File: src/rtl/button_conditioner.sv
// rtl/button_conditioner.sv - per-channel 2-FF sync, counter debounce and press/release edge pulses
// Optional hold detector on btn_long, enabled by BUTTON_CONDITIONER_LONG_PRESS_EN.
module button_conditioner #(
   parameter int N_BTN           = 3,
   parameter int DEBOUNCE_CYCLES = 10000,
   parameter int CNT_W           = 14,
   parameter int LONG_CYCLES     = 1000000,
   parameter int LONG_W          = 20
) (
   input  logic             clk,
   input  logic             res,
   input  logic [N_BTN-1:0] btn_raw,
   output logic [N_BTN-1:0] btn_level,
   output logic [N_BTN-1:0] btn_press,
   output logic [N_BTN-1:0] btn_release,
   output logic [N_BTN-1:0] btn_long
);

   localparam logic [CNT_W-1:0] CNT_LAST = CNT_W'(DEBOUNCE_CYCLES - 1);

   // Elaboration-time guard on the legal parameter ranges.
   if (DEBOUNCE_CYCLES < 2 || DEBOUNCE_CYCLES > (2**CNT_W) - 1 ||
       LONG_CYCLES < 2 || LONG_CYCLES > 2**LONG_W) begin : g_param_check
      $error("button_conditioner: parameter out of range");
   end

   for (genvar i = 0; i < N_BTN; i++) begin : g_ch
      logic             s1;
      logic             s2;
      logic [CNT_W-1:0] cnt;
      logic             level_q;
      logic             press_q;
      logic             release_q;

      always_ff @(posedge clk or negedge res) begin
         if (!res) begin
            s1        <= 1'b0;
            s2        <= 1'b0;
            cnt       <= '0;
            level_q   <= 1'b0;
            press_q   <= 1'b0;
            release_q <= 1'b0;
         end else begin
            s1        <= btn_raw[i];
            s2        <= s1;
            press_q   <= 1'b0;
            release_q <= 1'b0;
            if (s2 == level_q) begin
               cnt <= '0;
            end else if (cnt == CNT_LAST) begin
               cnt       <= '0;
               level_q   <= s2;
               press_q   <= s2;
               release_q <= ~s2;
            end else begin
               cnt <= cnt + 1'b1;
            end
         end
      end

      assign btn_level[i]   = level_q;
      assign btn_press[i]   = press_q;
      assign btn_release[i] = release_q;

`ifdef BUTTON_CONDITIONER_LONG_PRESS_EN
      localparam logic [LONG_W-1:0] LONG_LAST = LONG_W'(LONG_CYCLES - 1);
      localparam logic [LONG_W-1:0] LONG_PRE  = LONG_W'(LONG_CYCLES - 2);

      logic [LONG_W-1:0] lcnt;
      logic              long_q;

      // lcnt is 0 on the edge after the press edge, so reaching LONG_PRE
      // places the pulse exactly LONG_CYCLES edges after the press edge.
      always_ff @(posedge clk or negedge res) begin
         if (!res) begin
            lcnt   <= '0;
            long_q <= 1'b0;
         end else begin
            long_q <= level_q && !press_q && (lcnt == LONG_PRE);
            if (!level_q || press_q) begin
               lcnt <= '0;
            end else if (lcnt != LONG_LAST) begin
               lcnt <= lcnt + 1'b1;
            end
         end
      end

      assign btn_long[i] = long_q;
`else
      assign btn_long[i] = 1'b0;
`endif
   end

endmodule

File: config.mk
export PLATFORM = sky130hd
export DESIGN_NAME = button_conditioner
export DESIGN_NICKNAME = d
export VERILOG_FILES = /design/src/rtl/button_conditioner.sv
export SDC_FILE = /design/constraint.sdc
export NUM_CORES = 1
export LEC_CHECK = 0
export BUFFER_PORTS_ARGS = -buffer_cell sky130_fd_sc_hd__buf_4
export CORE_ASPECT_RATIO = 0.9
export CORE_MARGIN = 3
export CORE_UTILIZATION = 50
export CTS_CLUSTER_SIZE = 8
export DETAILED_ROUTE_END_ITERATION = 10
export PLACE_DENSITY_LB_ADDON = 0.1
export SLEW_MARGIN = 30
export SYNTH_ARGS = -nofsm -noshare
export SYNTH_HDL_FRONTEND = slang
export SYNTH_SLANG_ARGS = --single-unit
File: constraint.sdc
create_clock -name clk -period 4.8 [get_ports clk]
set_input_delay 0.24 -clock clk [delete_from_list [all_inputs] [get_ports clk]]
set_output_delay 0.24 -clock clk [all_outputs]
set_load 0.005 [all_outputs]
# After elaboration in Yosys (flattened, before gate mapping)
# Index checks and enable logic that the tools add are counted.
# word_totals
ff_bits	57
in_bits	5
out_inout_bits	12
word_cells	54
# classes
n_addsub	3
n_eq_ne	6
muxes	18
bitwise	6
n_reduce_logical	3
# op_table
op	count
$mux 14	6
$add 14x1->14 const B	3
$eq 14x14->1 const B	3
$mux 1	12
$not 1->1	6
$reduce_and 2->1	3
$eq 1x1->1	3

# Depth between registers and ports, before layout
# Gate-level depths: netlist of the first run.
# logic_depth
depth_word	3
ltp_mapped	6

# Least setup slack after synthesis of the first run
# Ideal clock, no wire load.
# synth_path
path_kind	register to register
startpoint	register g_ch[0].cnt[11]
endpoint	register g_ch[0].level_q
setup_ns	0.125
arrival_ns	1.758
path_slack_ns	2.917
stages_incl_launch_ff	4
n_path_buf	0
path_cell_list	dfrtp_1 -> or4b_1 -> or4_4 -> mux2_4
# synth_between
elab_chain_cells	2
# synth_lines
element	line	rtl
start: declaration	30	logic [CNT_W-1:0] cnt;
start signal: assignment	56	cnt <= cnt + 1'b1;
$eq 14x14->1	50	end else if (cnt == CNT_LAST) begin
$reduce_and 2->1 (no source line)	-	
end signal: assignment	40	level_q <= 1'b0;
end signal: assignment	52	level_q <= s2;
end: declaration	31	logic level_q;
# No other way between the ends.
# A chain may end at the register's enable or synchronous reset.

# Final worst setup path of the first run
# layout_path
startpoint	register g_ch[0].cnt[7]
endpoint	register g_ch[0].cnt[12]
# layout_between
elab_chain_cells	3
elab_cells_between_ends	4
classes_between	add/sub (1); eq/ne (1); mux (2)
# layout_lines
element	line	rtl
$add 14x1->14 / $eq 14x14->1 (equally long branches)	56, 50	
$mux 14 *	50	
$mux 14 *	48	if (s2 == level_q) begin
# Every way passes the cells marked *; elsewhere a longest branch is shown, timed or not.

==> metrics.md, run 1 <==
| Metric | Value |
|---|---|
| Result of the run | completed |
| Share of post-route cells with drive strength above 1 | around 14% |
| Post-CTS Repair Setup Buffers | 0 |
| CTS clk-pin slew, worst paths | about 0.070 ns |
| Critical path startpoint | g_ch[0].cnt[7] |
| IO Port Bufs | 13 |
| Clock skew after layout | roughly 0.009 ns |
| Pins Over Slew Limit | 0 |
| Synthesis warning total | 0 |
| Number of buffers created by CTS | 9 |
| Sink count of the clock tree | 57 |
| Library cell with the largest summed area after synthesis | sky130_fd_sc_hd__dfrtp_1 |
| Filler instances | ~430 |
| Post-cts repair resize count | 0 |
| Capturing point of the worst reg2reg path | g_ch[0].cnt[12] |
| Critical-path maximum fanout | 13 |
| Category of the worst setup path capture point | flip-flop |
| Top-level I/O count | 17 |
| Data required time of the worst path | 5.00 ns |
| Cell-by-cell listing of the critical path | or4b_1, or4_4, nand2_2, nor2_1 |
| Type of origin of the critical path | flip-flop |
| Share of total power consumed by net switching | between 20% and 30% |
| Number of non-filler instances in the completed layout | about 330 |
| Core Area | 4950 µm² |
| Post-Synthesis Cells | about 250 |
| Drt pass-1 iters | 4 |
| Count of placed standard cells including taps | 312 |
| Global-route wire length before repair | 7360 µm |
| Min-Delay Path Depth | 1 |
| R2R cell count | 4 |
| Detailed-placement wirelength estimate | around 2800 µm |
| Post-CTS Hold Fix Bufs | 3 |
| Antenna Violating Nets Remaining | 0 |
| Post-layout min period | 2.01 ns |
| Maximum resistive drop on vdd | 263 µV |
| Max transition margin | ~53% |
| Total chip power | 1.01 mW |
| Reg power frac | between 40% and 50% |
| Seq cells post-synth | 57 |
| Area overhead of the layout relative to synthesis | 11.8% |
| Via/cell ratio | 5.16 |
| Leading cell types by total area after synthesis | sky130_fd_sc_hd__dfrtp_1, sky130_fd_sc_hd__xnor2_1, sky130_fd_sc_hd__nor2_1 |
| Endpoint of the worst setup timing path | g_ch[0].cnt[12] |
| Final wirelength | 4360 µm |
| Clock latency on the worst-skew pair | around 0.33 ns |
| Initial antenna violation count | 0 |
| Drt initial violations | 90 |
| Hold violation count in the final report | 0 |
| Yosys cell types | 21 |
| Setup violation total in the final timing report | 0 |
| Total grt overflow | 0 |
| Average detailed-routed wire length per instance | between 10 and 15 µm |
| Antenna Cells | 0 |
| Worst hold slack after final layout | approximately 0.022 ns |
| Tot GR Track Use | 16.0% |
| Clock tree from TritonCTS | done |
| CP arrival | roughly 2.2 ns |
| Number of placement rows | 24 |
| Achievable clock frequency | around 0.5 GHz |
| Number of max-capacitance violations reported | 0 |
| Number of global-route vias before repair | approximately 1.6k |
| Reg2reg start | g_ch[0].cnt[7] |
| Post-synthesis instance area | 2640 µm² |
| Clock Power Share | between 40% and 50% |
| Critical path depth | 4 |
| Max incr delay on CP | 0.59 ns |
| Proportion of netlist area held by the largest area contributor | between 50 and 60% |
| Slowest CP cell | sky130_fd_sc_hd__or4_4 |
| Unrepaired setup endpoints after global routing | false |
| Combinational share of power | around 3.1% |
| Total number of vias | approximately 1.7k |
| Largest net degree at the start of global routing | 58 |
| Nets | about 270 |
| Register-to-register path setup slack | 2.79 ns |
| Class of the most critical hold timing path | in2reg |
| Net switching component of the power | 0.223 mW |
| Start-to-end type of the worst setup path | reg2reg |
| Final Cycle Share | between 40% and 50% |
| Final GP Congestion | just under 0.8 |
| Top cell family by delay on the critical path | simple AND/OR/NAND/NOR gates |
| Part of the Yosys area used for sequential elements | a little over half |
| CTS root buf | sky130_fd_sc_hd__clkbuf_8 |
| Die width | 82.6 µm |
| H-tree lvl count | 3 |
| Mapped Avg Cell Area | ~11 µm² |
| Initial cell density of the core | 53.3% |
| Total power divided by cell area | around 340 nW/µm² |
| Maximum clock insertion buffer count | 2 |
| Leak pwr | approximately 1.3 nW |
| Die height | approximately 75 µm |
| Transition time at the pin with the least slew margin | 0.711 ns |
| Full die area | between 6000 and 7000 µm² |
| DR DRC count | 0 |
| Sum of buffers and inverters on the critical path | 0 |
| Total Negative Setup Slacks | 0 ns |
| Internal Pwr Total | between 0.7 and 0.8 mW |
-- worst min path at each step --
stage,slack (ns),from,endpoint
finish,0.02,btn_raw[1],g_ch[1].s1
CTS,0.002,btn_raw[1],g_ch[1].s1
global route,0.004,btn_raw[1],g_ch[1].s1
detailed placement,0.33,g_ch[1].s1,g_ch[1].s2
global placement,0.33,g_ch[2].s1,g_ch[2].s2
floorplan,-0.06,res,g_ch[0].cnt[0]
-- registers in the layout, indices dropped and copies added (netlist names) --
register	cells
g_ch.s2	3
g_ch.s1	3
g_ch.press_q	3
g_ch.cnt	42
g_ch.release_q	3
g_ch.level_q	3
-- cells in the mapped netlist, drive strengths merged --
library cell	instances
and3	3
buf	15
conb	1
dfrtp	57
ha	6
inv	6
mux2	3
nand2	12
nand3	15
nand4	9
nor2	51
nor3	12
nor3b	6
nor4	3
or3	3
or4	3
or4b	3
xnor2	33
xor2	6
-- stage by stage --
stage	instance area, µm²	util (%)	setup slack (ns)
after floorplan	2650	-	2.92
after global placement	2700	54.5	2.83
after detailed placement	2700	54.5	2.81
after CTS	2950	59.5	2.79
after global routing	2950	59.5	2.72
final	2950	59.5	2.79
-- kinds of logic after synthesis --
kind of cell | synth area share (%)
xor+xnor | 12.9
fa+ha+maj | 2.84
buf+inv | 5.55
flops | 54.1
mux | 1.71
other cells | 0.142
simple gates | 22.8
-- per-layer routing --
metal	vias to the layer above	global-route usage (%)	wire length, µm	part of all wire, %
met5	-	0	0	0
met4	0	7.08	81	1.9
met3	9	5.38	197	4.5
met2	34	23.5	1980	45
met1	828	21.7	2100	48
li1	836	-	-	-
-- worst reg2reg max path: cells and delay by family (launching register included) --
kind	cells	cell delay [ns]
and+or+nand+nor	4	1.45
DFF	1	0.42
-- layout by cell type (no fill, tap or decap), types with 4 or more instances in the layout --
cell                         instances
sky130_fd_sc_hd__nor3_1             12
sky130_fd_sc_hd__clkbuf_8            9
sky130_fd_sc_hd__dfrtp_1            57
sky130_fd_sc_hd__buf_4              13
sky130_fd_sc_hd__nor2_1             51
sky130_fd_sc_hd__inv_1               6
sky130_fd_sc_hd__clkinvlp_4          4
sky130_fd_sc_hd__nor3b_1             6
sky130_fd_sc_hd__nand2_1             9
sky130_fd_sc_hd__ha_1                6
sky130_fd_sc_hd__nand4_1             9
sky130_fd_sc_hd__xor2_1              6
sky130_fd_sc_hd__xnor2_1            33
sky130_fd_sc_hd__nand3_1            15
-- power groups by stage --
stage / logic, mW / clock network (mW) / registers [mW]
2_1_floorplan: 0.0188 / 0 / 0.505
3_3_place_gp: 0.0298 / 0 / 0.507
3_5_place_dp: 0.0302 / 0 / 0.508
4_1_cts: 0.0323 / 0.500 / 0.499
5_1_grt: 0.0368 / 0.519 / 0.500
6_report: 0.0317 / 0.483 / 0.499
-- final cells by class --
cell class                      instances  area, µm²  share of cell area, %
Tap cell                               65       81.3                   2.76
Timing Repair Buffer                   16        128                   4.33
Sequential cell                        57       1430                   48.3
Multi-Input combinational cell        171       1070                   36.4
Clock inverter                          7       95.1                   3.22
Clock buffer                            9        124                   4.20
Inverter                                6       22.5                  0.763
Note: power is estimated with default switching activity, not from simulation.
==> run 2: changes to the inputs <==
==> constraint.sdc (replaced) <==
create_clock -name clk -period 1.75 [get_ports clk]
set_input_delay 0.0875 -clock clk [delete_from_list [all_inputs] [get_ports clk]]
set_output_delay 0.0875 -clock clk [all_outputs]
set_load 0.005 [all_outputs]
==> run 2 against run 1 <==
- the run now ends with setup timing left
- die area is the same
- via count grew 11%
- total power grew to 2.7 times the previous value
- critical path depth shrank 1
- sequential share of layout area shrank 7.5 points
- core utilization grew 11 points
- combinational power grew to 4.4 times the previous value
- clock skew shrank 0.0025 ns
- hold slack gained 0.33 ns
- sequential power grew to 2.7 times the previous value
==> metrics.md, run 2 (synthesized netlist as in run 1, its figures left out) <==
| Metric | Value |
|---|---|
| Average detailed-routed wire length per instance | 14.2 µm (+7.8%) |
| Die width | 82.6 µm (unchanged) |
| Hold violation count in the final report | 0 (unchanged) |
| Largest net degree at the start of global routing | 58 (unchanged) |
| Start-to-end type of the worst setup path | reg2reg |
| Final GP Congestion | 0.775 (-2.0%) |
| Antenna Cells | 0 (unchanged) |
| Core Area | 4950 µm² (unchanged) |
| Tot GR Track Use | 19.0% (+3.0 points) |
| CTS root buf | sky130_fd_sc_hd__clkbuf_8 |
| Antenna Violating Nets Remaining | 0 (unchanged) |
| Final Cycle Share | 109% (+67 points) |
| Total chip power | 2.77 mW (+170%) |
| Transition time at the pin with the least slew margin | 0.907 ns (+0.196 ns) |
| Top-level I/O count | 17 (unchanged) |
| Leak pwr | 1.49 nW (+19%) |
| Final critical-path setup slack | -0.163 ns (-2.95 ns) |
| Filler instances | 359 (-17%) |
| Pins Over Slew Limit | 0 (unchanged) |
| Total number of vias | 1898 (+11%) |
| Class of the most critical hold timing path | in2async |
| Category of the worst setup path capture point | flip-flop |
| Clock tree from TritonCTS | done |
| R2R cell count | 3 (-1) |
| Type of origin of the critical path | flip-flop |
| Number of global-route vias before repair | 1972 (+24%) |
| Share of post-route cells with drive strength above 1 | 32.9% (+19 points) |
| Setup violation total in the final timing report | 36 (+36) |
| Via/cell ratio | 5.10 (-1.1%) |
| Number of buffers created by CTS | 9 (unchanged) |
| Detailed-placement wirelength estimate | 3180 µm (+12%) |
| Pre-CTS setup slack | -0.163 ns (-2.97 ns) |
| Area overhead of the layout relative to synthesis | 32.4% |
| CP arrival | 2.13 ns (-0.08 ns) |
| Total grt overflow | 0 (unchanged) |
| Data required time of the worst path | 1.97 ns (-3.03 ns) |
| Nets | 313 (+15%) |
| Result of the run | complete, but fails checks |
| Drt initial violations | 65 (-28%) |
| Maximum clock insertion buffer count | 2 (unchanged) |
| Cell-by-cell listing of the critical path | or4b_4, or4_4, mux2_4 |
| Drt pass-1 iters | 4 (unchanged) |
| Max incr delay on CP | 0.56 ns (-0.03 ns) |
| Max transition margin | 39.3% (-13 points) |
| Die height | 74.9 µm (unchanged) |
| DR DRC count | 0 (unchanged) |
| Largest Register | g_ch.cnt |
| Number of placement rows | 24 (unchanged) |
| Final wirelength | 5280 µm (+21%) |
| Achievable clock frequency | 0.523 GHz (+5.0%) |
| Number of max-capacitance violations reported | 0 (unchanged) |
| Sink count of the clock tree | 57 (unchanged) |
| Total power divided by cell area | 794 nW/µm² (+130%) |
| Commonest cells after routing, fill and taps aside | sky130_fd_sc_hd__dfrtp_1, sky130_fd_sc_hd__buf_4, sky130_fd_sc_hd__xnor2_1, sky130_fd_sc_hd__nor2_1, sky130_fd_sc_hd__nand3_1 |
| Maximum resistive drop on vdd | 502 µV (+91%) |
| Worst hold slack after final layout | 0.349 ns (+0.327 ns) |
| Post-layout min period | 1.91 ns (-0.0954 ns) |
| Clock latency on the worst-skew pair | 0.33 ns (about the same) |
| Full die area | 6190 µm² (unchanged) |
| CTS clk-pin slew, worst paths | 0.06 ns (about the same) |
| Clock skew after layout | 0.00669 ns (-0.00250 ns) |
| Critical-path maximum fanout | 6 (-7) |
| Most common library cell in the layout ignoring fill and taps | sky130_fd_sc_hd__dfrtp_1 |
| Initial cell density of the core | 53.3% (unchanged) |
| Violations in the final reports | setup timing |
| H-tree lvl count | 3 (unchanged) |
| Flip-flop count of the largest register, all copies and words added | 42 (unchanged) |
| Initial antenna violation count | 0 (unchanged) |
| Unrepaired setup endpoints after global routing | true |
| IO Port Bufs | 13 (unchanged) |
| Global-route wire length before repair | 8620 µm (+17%) |
| Slowest CP cell | sky130_fd_sc_hd__or4_4 |
==> run 2: layout make-up <==
type	instances	area, µm²	area share (%)
Inverter	6	22.5	0.644
Clock buffer	14	173	4.94
Sequential cell	57	1430	40.8
Tap cell	65	81.3	2.33
Timing Repair Buffer	54	435	12.5
Multi-Input combinational cell	174	1320	37.8
Clock inverter	2	35.0	1.00
==> run 2: what timing repair did <==
item | CTS | global route
hold buffers | 4 | 0
setup buffers | 3 | 5
setup endpoints to repair | 45 | 49
endpoints found under the hold margin | 60 | 0
gates cloned | 1 | 2
pin swaps | 3 | 24
resized for setup | 6 | 44
==> run 2: report_power, final <==
part           total, mW  switching [mW]  internal (mW)
registers           1.37          0.0232           1.34
clock network       1.27           0.496          0.773
logic              0.140          0.0882         0.0521
total               2.77           0.608           2.17
==> run 2: critical path, delay by kind of cell (launching register included) <==
family / cells / cell delay (ns)
muxes: 1 / 0.32
DFF: 1 / 0.39
and+or+nand+nor: 2 / 1.10
==> run 2: final timing paths <==
path / startpoint / endpoint / slack [ns]
max in group asynchronous: res / g_ch[1].cnt[1] / 0.93
worst min-delay path: res / g_ch[2].level_q / 0.35
worst max register to register: g_ch[1].cnt[12] / g_ch[1].level_q / -0.16
worst max-delay path: g_ch[1].cnt[12] / g_ch[1].level_q / -0.16
worst min register to register: g_ch[2].s1 / g_ch[2].s2 / 0.35
min in group clk: g_ch[2].s1 / g_ch[2].s2 / 0.35
==> run 2: metrics by stage <==
step / setup TNS, ns / cell area, µm² / utilization [%] / instances
floorplan: -1.80 / 2650 / - / 249
global placement: -4.32 / 2920 / 58.9 / 341
detailed placement: -5.47 / 2920 / 58.9 / 341
CTS: -2.59 / 3240 / 65.4 / 365
global route: -5.69 / 3490 / 70.5 / 372
finish: -4.11 / 3490 / 70.5 / 372
==> run 2: metal layers <==
metal  part of all wire [%]  vias up  GRT usage (%)  wire length [µm]
met1                     46      935           22.5              2420
met3                    4.4        4           8.13               231
met2                     49       35           30.6              2600
li1                       -      924              -                 -
met5                      0        -              0                 0
met4                   0.61        0           7.44                32
